File: src/rtl/fft_stream_tx.sv
// fft_stream_tx: frames a free-running complex sample stream into 2^LOGS_FFT_LEN-sample
// AXI4-Stream frames, each preceded by a one-cycle config beat, through an elastic FIFO.
module fft_stream_tx #(
   parameter int LOGS_FFT_LEN = 13,
   parameter int INPUT_WIDTH  = 11,
   parameter int DATAIN_WIDTH = 16,
   parameter int FIFO_AW      = 4
) (
   input  logic                      i_aclk,
   input  logic                      i_aresetn,
   input  logic                      i_start,
   input  logic                      i_continuous,
   input  logic                      i_fft_mode,
   input  logic                      i_sample_vld,
   input  logic [INPUT_WIDTH-1:0]    i_sample_re,
   input  logic [INPUT_WIDTH-1:0]    i_sample_im,
   input  logic                      i_ovf_clr,
   output logic                      o_axi4s_cfg_tvalid,
   output logic                      o_axi4s_cfg_tdata,
   output logic                      o_axi4s_data_tvalid,
   output logic [2*DATAIN_WIDTH-1:0] o_axi4s_data_tdata,
   output logic                      o_axi4s_data_tlast,
   input  logic                      i_axi4s_data_tready,
   output logic                      o_busy,
   output logic                      o_overflow,
   output logic [15:0]               o_frame_cnt
);
   localparam int DEPTH = 1 << FIFO_AW;
   localparam int SW    = 2 * INPUT_WIDTH;
   typedef enum logic [1:0] {IDLE, CFG, STREAM, DONE} state_t;
   state_t                  state_q, state_d;
   logic                    mode_q, mode_d;
   logic [LOGS_FFT_LEN:0]   in_cnt_q, in_cnt_d;
   logic [LOGS_FFT_LEN-1:0] out_cnt_q, out_cnt_d;
   logic [FIFO_AW:0]        wr_ptr_q, wr_ptr_d, rd_ptr_q, rd_ptr_d;
   logic                    ovf_q, ovf_d;
   logic [15:0]             frame_cnt_q, frame_cnt_d;
   logic [SW-1:0]           mem_q [DEPTH];
   logic                    empty, full, rd_en, in_win, wr_en, drop;
   logic [SW-1:0]           rd_word;
   always_comb begin
      empty       = wr_ptr_q == rd_ptr_q;
      full        = (wr_ptr_q[FIFO_AW] != rd_ptr_q[FIFO_AW]) &&
                    (wr_ptr_q[FIFO_AW-1:0] == rd_ptr_q[FIFO_AW-1:0]);
      rd_en       = !empty && i_axi4s_data_tready;
      // in_cnt saturates at N, so its MSB marks the end of the acceptance window
      in_win      = state_q == STREAM && !in_cnt_q[LOGS_FFT_LEN] && i_sample_vld;
      wr_en       = in_win && (!full || rd_en);
      drop        = in_win && full && !rd_en;
      wr_ptr_d    = wr_ptr_q + (FIFO_AW+1)'(wr_en);
      rd_ptr_d    = rd_ptr_q + (FIFO_AW+1)'(rd_en);
      in_cnt_d    = state_q == CFG ? '0 : in_cnt_q + (LOGS_FFT_LEN+1)'(wr_en);
      out_cnt_d   = state_q == CFG ? '0 : out_cnt_q + LOGS_FFT_LEN'(rd_en);
      ovf_d       = drop || (ovf_q && !i_ovf_clr);
      frame_cnt_d = frame_cnt_q + 16'(state_q == DONE);
      mode_d      = ((state_q == IDLE && i_start) || (state_q == DONE && i_continuous)) ?
                    i_fft_mode : mode_q;
      state_d     = state_q == IDLE   ? (i_start ? CFG : IDLE) :
                    state_q == CFG    ? STREAM :
                    state_q == STREAM ? ((rd_en && &out_cnt_q) ? DONE : STREAM) :
                    (i_continuous ? CFG : IDLE);
      rd_word     = mem_q[rd_ptr_q[FIFO_AW-1:0]];
   end
   always_ff @(posedge i_aclk) begin
      if (!i_aresetn) begin
         state_q     <= IDLE;
         mode_q      <= 1'b0;
         in_cnt_q    <= '0;
         out_cnt_q   <= '0;
         wr_ptr_q    <= '0;
         rd_ptr_q    <= '0;
         ovf_q       <= 1'b0;
         frame_cnt_q <= '0;
      end else begin
         state_q     <= state_d;
         mode_q      <= mode_d;
         in_cnt_q    <= in_cnt_d;
         out_cnt_q   <= out_cnt_d;
         wr_ptr_q    <= wr_ptr_d;
         rd_ptr_q    <= rd_ptr_d;
         ovf_q       <= ovf_d;
         frame_cnt_q <= frame_cnt_d;
      end
   end
   always_ff @(posedge i_aclk) begin
      if (wr_en) mem_q[wr_ptr_q[FIFO_AW-1:0]] <= {i_sample_im, i_sample_re};
   end
   assign o_axi4s_cfg_tvalid  = state_q == CFG;
   assign o_axi4s_cfg_tdata   = state_q == CFG && mode_q;
   assign o_axi4s_data_tvalid = !empty;
   assign o_axi4s_data_tdata  = empty ? '0 :
                                {DATAIN_WIDTH'($signed(rd_word[SW-1:INPUT_WIDTH])),
                                 DATAIN_WIDTH'($signed(rd_word[INPUT_WIDTH-1:0]))};
   assign o_axi4s_data_tlast  = !empty && &out_cnt_q;
   assign o_busy              = state_q != IDLE || !empty;
   assign o_overflow          = ovf_q;
   assign o_frame_cnt         = frame_cnt_q;
endmodule

File: config.mk
export PLATFORM = sky130hd
export DESIGN_NAME = fft_stream_tx
export DESIGN_NICKNAME = d
export VERILOG_FILES = /design/src/rtl/fft_stream_tx.sv
export SDC_FILE = /design/constraint.sdc
export NUM_CORES = 1
export LEC_CHECK = 0
export BUFFER_PORTS_ARGS = -buffer_cell sky130_fd_sc_hd__buf_4
export CAP_MARGIN = 10
export CORE_AREA = 5 5 198 200
export DETAILED_ROUTE_END_ITERATION = 6
export DIE_AREA = 0 0 203 205
export GPL_TIMING_DRIVEN = 0
export PLACE_DENSITY_LB_ADDON = 0.3
export SYNTH_ARGS = -nofsm -noshare
export SYNTH_HDL_FRONTEND = slang
export SYNTH_SLANG_ARGS = --single-unit
export TNS_END_PERCENT = 30
File: constraint.sdc
create_clock -name i_aclk -period 4.8 [get_ports i_aclk]
set_input_delay 0.96 -clock i_aclk [delete_from_list [all_inputs] [get_ports i_aclk]]
set_output_delay 0.96 -clock i_aclk [all_outputs]
set_load 0.02 [all_outputs]
==> run metrics <==
total global-route track usage approximately 17%; sequential area share after synthesis approximately 71%; Hold Fails Final Rpt 0; Gate Count Post-Synth just under 900; input/output buffers 83; CP max FO 10; first-pass GRT wire length between 50000 and 60000 microns; Clock Path Buffers 3; clock network power share a little under half; WS Path Type flip-flop to output port; Layout Nets 1088; Post-DP HPWL 24000 microns; PnR worst setup slack around 0.57 ns; total power between 0.007 and 0.008 W; power per cell area roughly 380 nW/um^2; layout cells sized above 1 27.9%; pre-CTS WS approximately 1.2 ns; Pre-antenna DRT Iters 5; die area around 42000 sq um; Distinct cells, synth 42; min Tclk post-route approximately 4.2 ns; DRT iter0 DRCs between 600 and 700; clk sinks approximately 410; leakage power 6.46 nW; Die Wd between 200 and 250 microns; Die Ht 205 microns; worst hold path depth 2; worst r2r src wr_ptr_q[1]$_SDFF_PN0_; CTS root buffer clkbuf_16; # resized after CTS 0; vias about 8600; final WL 35600 microns; worst-margin pin slew ~1.0 ns; Netlist Area Pre-Place roughly 16000 sq um; status completed; initial antenna violation count 0; Mean Syn Cell Area 18.8 sq um; Int Pwr between 0.005 and 0.006 W; most common cell in the synthesized netlist edfxtp_1; Worst Skew about 0.018 ns; clock slew at reported path FFs about 0.06 ns; Synth Flop Type edfxtp_1; EDFF count, synth between 300 and 400; crit path DAT 3.27 ns; Worst slew margin a little under a third; RSZ-0062 raised after global routing no; Synth area leaders edfxtp_1 64%, mux4_2 8.1%, dfxtp_1 6.9%, mux4_1 4.6%, a211oi_1 1.9%; FMAX around 240 MHz; area leader, netlist edfxtp_1; Core ar. about 37000 sq um; Hold Path End mode_q$_SDFFE_PN0P_; reg-to-reg slack, setup about 1.8 ns; vias in the first global route 8641; CTS Buf Count 43; clk_lat worst skew around 0.56 ns; R2R Path End in_cnt_q[8]$_SDFF_PP0_; Initial Util around 44%; Seq pwr share between 50% and 60%; worst vdd ir ~0.00026 V; asr flop ratio synth 0%; Ys Warns 0; largest net degree at the start of global routing 23; WL/cell between 20 and 25 microns; placed cells between 1000 and 1500; P_sw ~0.0014 W; Max Cap Violations 0; H-tree lvl count 2; Req. time, crit path about 3.8 ns; synthesized flop and latch total ~400; detailed-route DRC error count 0; TritonCTS clock tree done; Routed Antenna Nets 0; final std cells w/o fill between 1500 and 2000; Mapped Nets about 920; setup TNS 0 ns; post-CTS setup buffer count 0; grt ovf 0; sw frac between 10% and 20%; Worst Setup Start Kind flip-flop; post-DR vias/cell ~5.5; final setup fails 0; worst min path class flip-flop to flip-flop; Tcrit/Tclk final between 80% and 90%; Cell Rows 71; IO Count 84; FF-to-FF path depth 11; fin. max-slew vios 0; hold_buf cts 0; Comb pwr share 2.3%; Area Growth Syn to Fin 18.8%; most common library cells after synthesis 352 x edfxtp_1, 59 x mux4_2, 57 x dfxtp_1; post-synth top area share approximately 64%; GPL Wtd Cong between 0.7 and 0.8; hold wc startpoint mode_q$_SDFFE_PN0P_; Worst setup EP type output port
[through the flow]
stage	hold slack, ns	instance area [sq um]	util [%]
after floorplan	0.467	16500	-
after global placement	0.487	17700	47.5
after detailed placement	0.498	18100	48.7
after CTS	0.509	19600	52.6
after global routing	0.538	19600	52.6
final	0.506	19600	52.6
[final cells by class]
type / count / area [sq um]
sequential: 409 / 11700
buffer: 55 / 408
inverter: 7 / 26.3
fill: 2948 / 17700
clock buffer: 49 / 1100
multi-input combinational: 407 / 4420
timing repair buffer: 121 / 987
tap: 474 / 593
clock inverter: 27 / 327
antenna: 1 / 2.50
[state kept, by name, indices dropped and copies added (netlist names)]
register	flops
mode_q	1
state_q	2
o_overflow	1
o_frame_cnt	16
rd_ptr_q	5
in_cnt_q	14
out_cnt_q	13
wr_ptr_q	5
mem_q	352
[routing by layer]
metal / track usage (%) / vias to the layer above / wire length, microns
met5: 0 / - / 0
met4: 5.89 / 0 / 895
met3: 2.85 / 59 / 1900
met2: 28.1 / 245 / 17400
met1: 24.0 / 4419 / 15300
li1: - / 3874 / -
[cells in the final DEF (no fill, tap or decap), drive strengths merged, types with 2 or more instances in the layout]
master,n
a211oi,44
a21boi,4
a21oi,3
a22oi,2
and2,28
and3,3
and4,3
buf,160
bufinv,7
clkbuf,65
clkinv,14
clkinvlp,3
dfxtp,57
edfxtp,352
ha,14
inv,10
mux2i,23
mux4,88
nand2,16
nand2b,5
nand3,18
nand4,13
nor2,26
nor2b,26
nor3,17
nor4,13
o21ai,6
or3,6
or4,2
xnor2,19
xor2,24
[worst max-delay path by stage]
stage                           startpoint  slack (ns)  cells after the start                endpoint
floorplan                     i_sample_vld        0.83                      4  mem_q[12][0]$_DFFE_PP_
global placement              i_sample_vld       -2.07                      5   mem_q[4][6]$_DFFE_PP_
detailed placement  rd_ptr_q[2]$_SDFF_PN0_        1.16                      6  o_axi4s_data_tdata[12]
CTS                 rd_ptr_q[1]$_SDFF_PN0_        0.57                      8  o_axi4s_data_tdata[27]
global route        rd_ptr_q[3]$_SDFF_PN0_        0.30                      7  o_axi4s_data_tdata[12]
finish              rd_ptr_q[3]$_SDFF_PN0_        0.57                      7  o_axi4s_data_tdata[12]
[cells by family (layout without fill, tap and decap cells)]
kind of cell | Yosys count | count (layout) | synth area share (%)
XOR/XNOR | 43 | 43 | 2.29
flip-flops | 409 | 409 | 71.1
adder cells (fa/ha/maj) | 14 | 14 | 1.06
AND/OR/NAND/NOR | 177 | 177 | 5.99
multiplexers | 111 | 111 | 14.1
AO/OA/AOI/OAI | 62 | 62 | 2.84
other | 0 | 1 | 0
buffers and inverters | 62 | 259 | 2.64
[worst max-delay path, cell delays in order, from the launching register on]
cell and delay (ns):
dfxtp_1 0.30, clkbuf_1 0.26, buf_2 0.36, buf_1 0.62, a211oi_1 0.17, a211oi_1 0.64, buf_4 0.22, buf_4 0.13
[power by group through the flow]
stage / registers [W] / logic (W) / clock network [W]
floorplan: 0.00394 / 0.0000800 / 0
global placement: 0.00393 / 0.000167 / 0
CTS: 0.00386 / 0.000173 / 0.00344
finish: 0.00386 / 0.000170 / 0.00336
global route: 0.00386 / 0.000185 / 0.00359
detailed placement: 0.00393 / 0.000173 / 0
No activity file was read; power rests on OpenSTA's default activity.
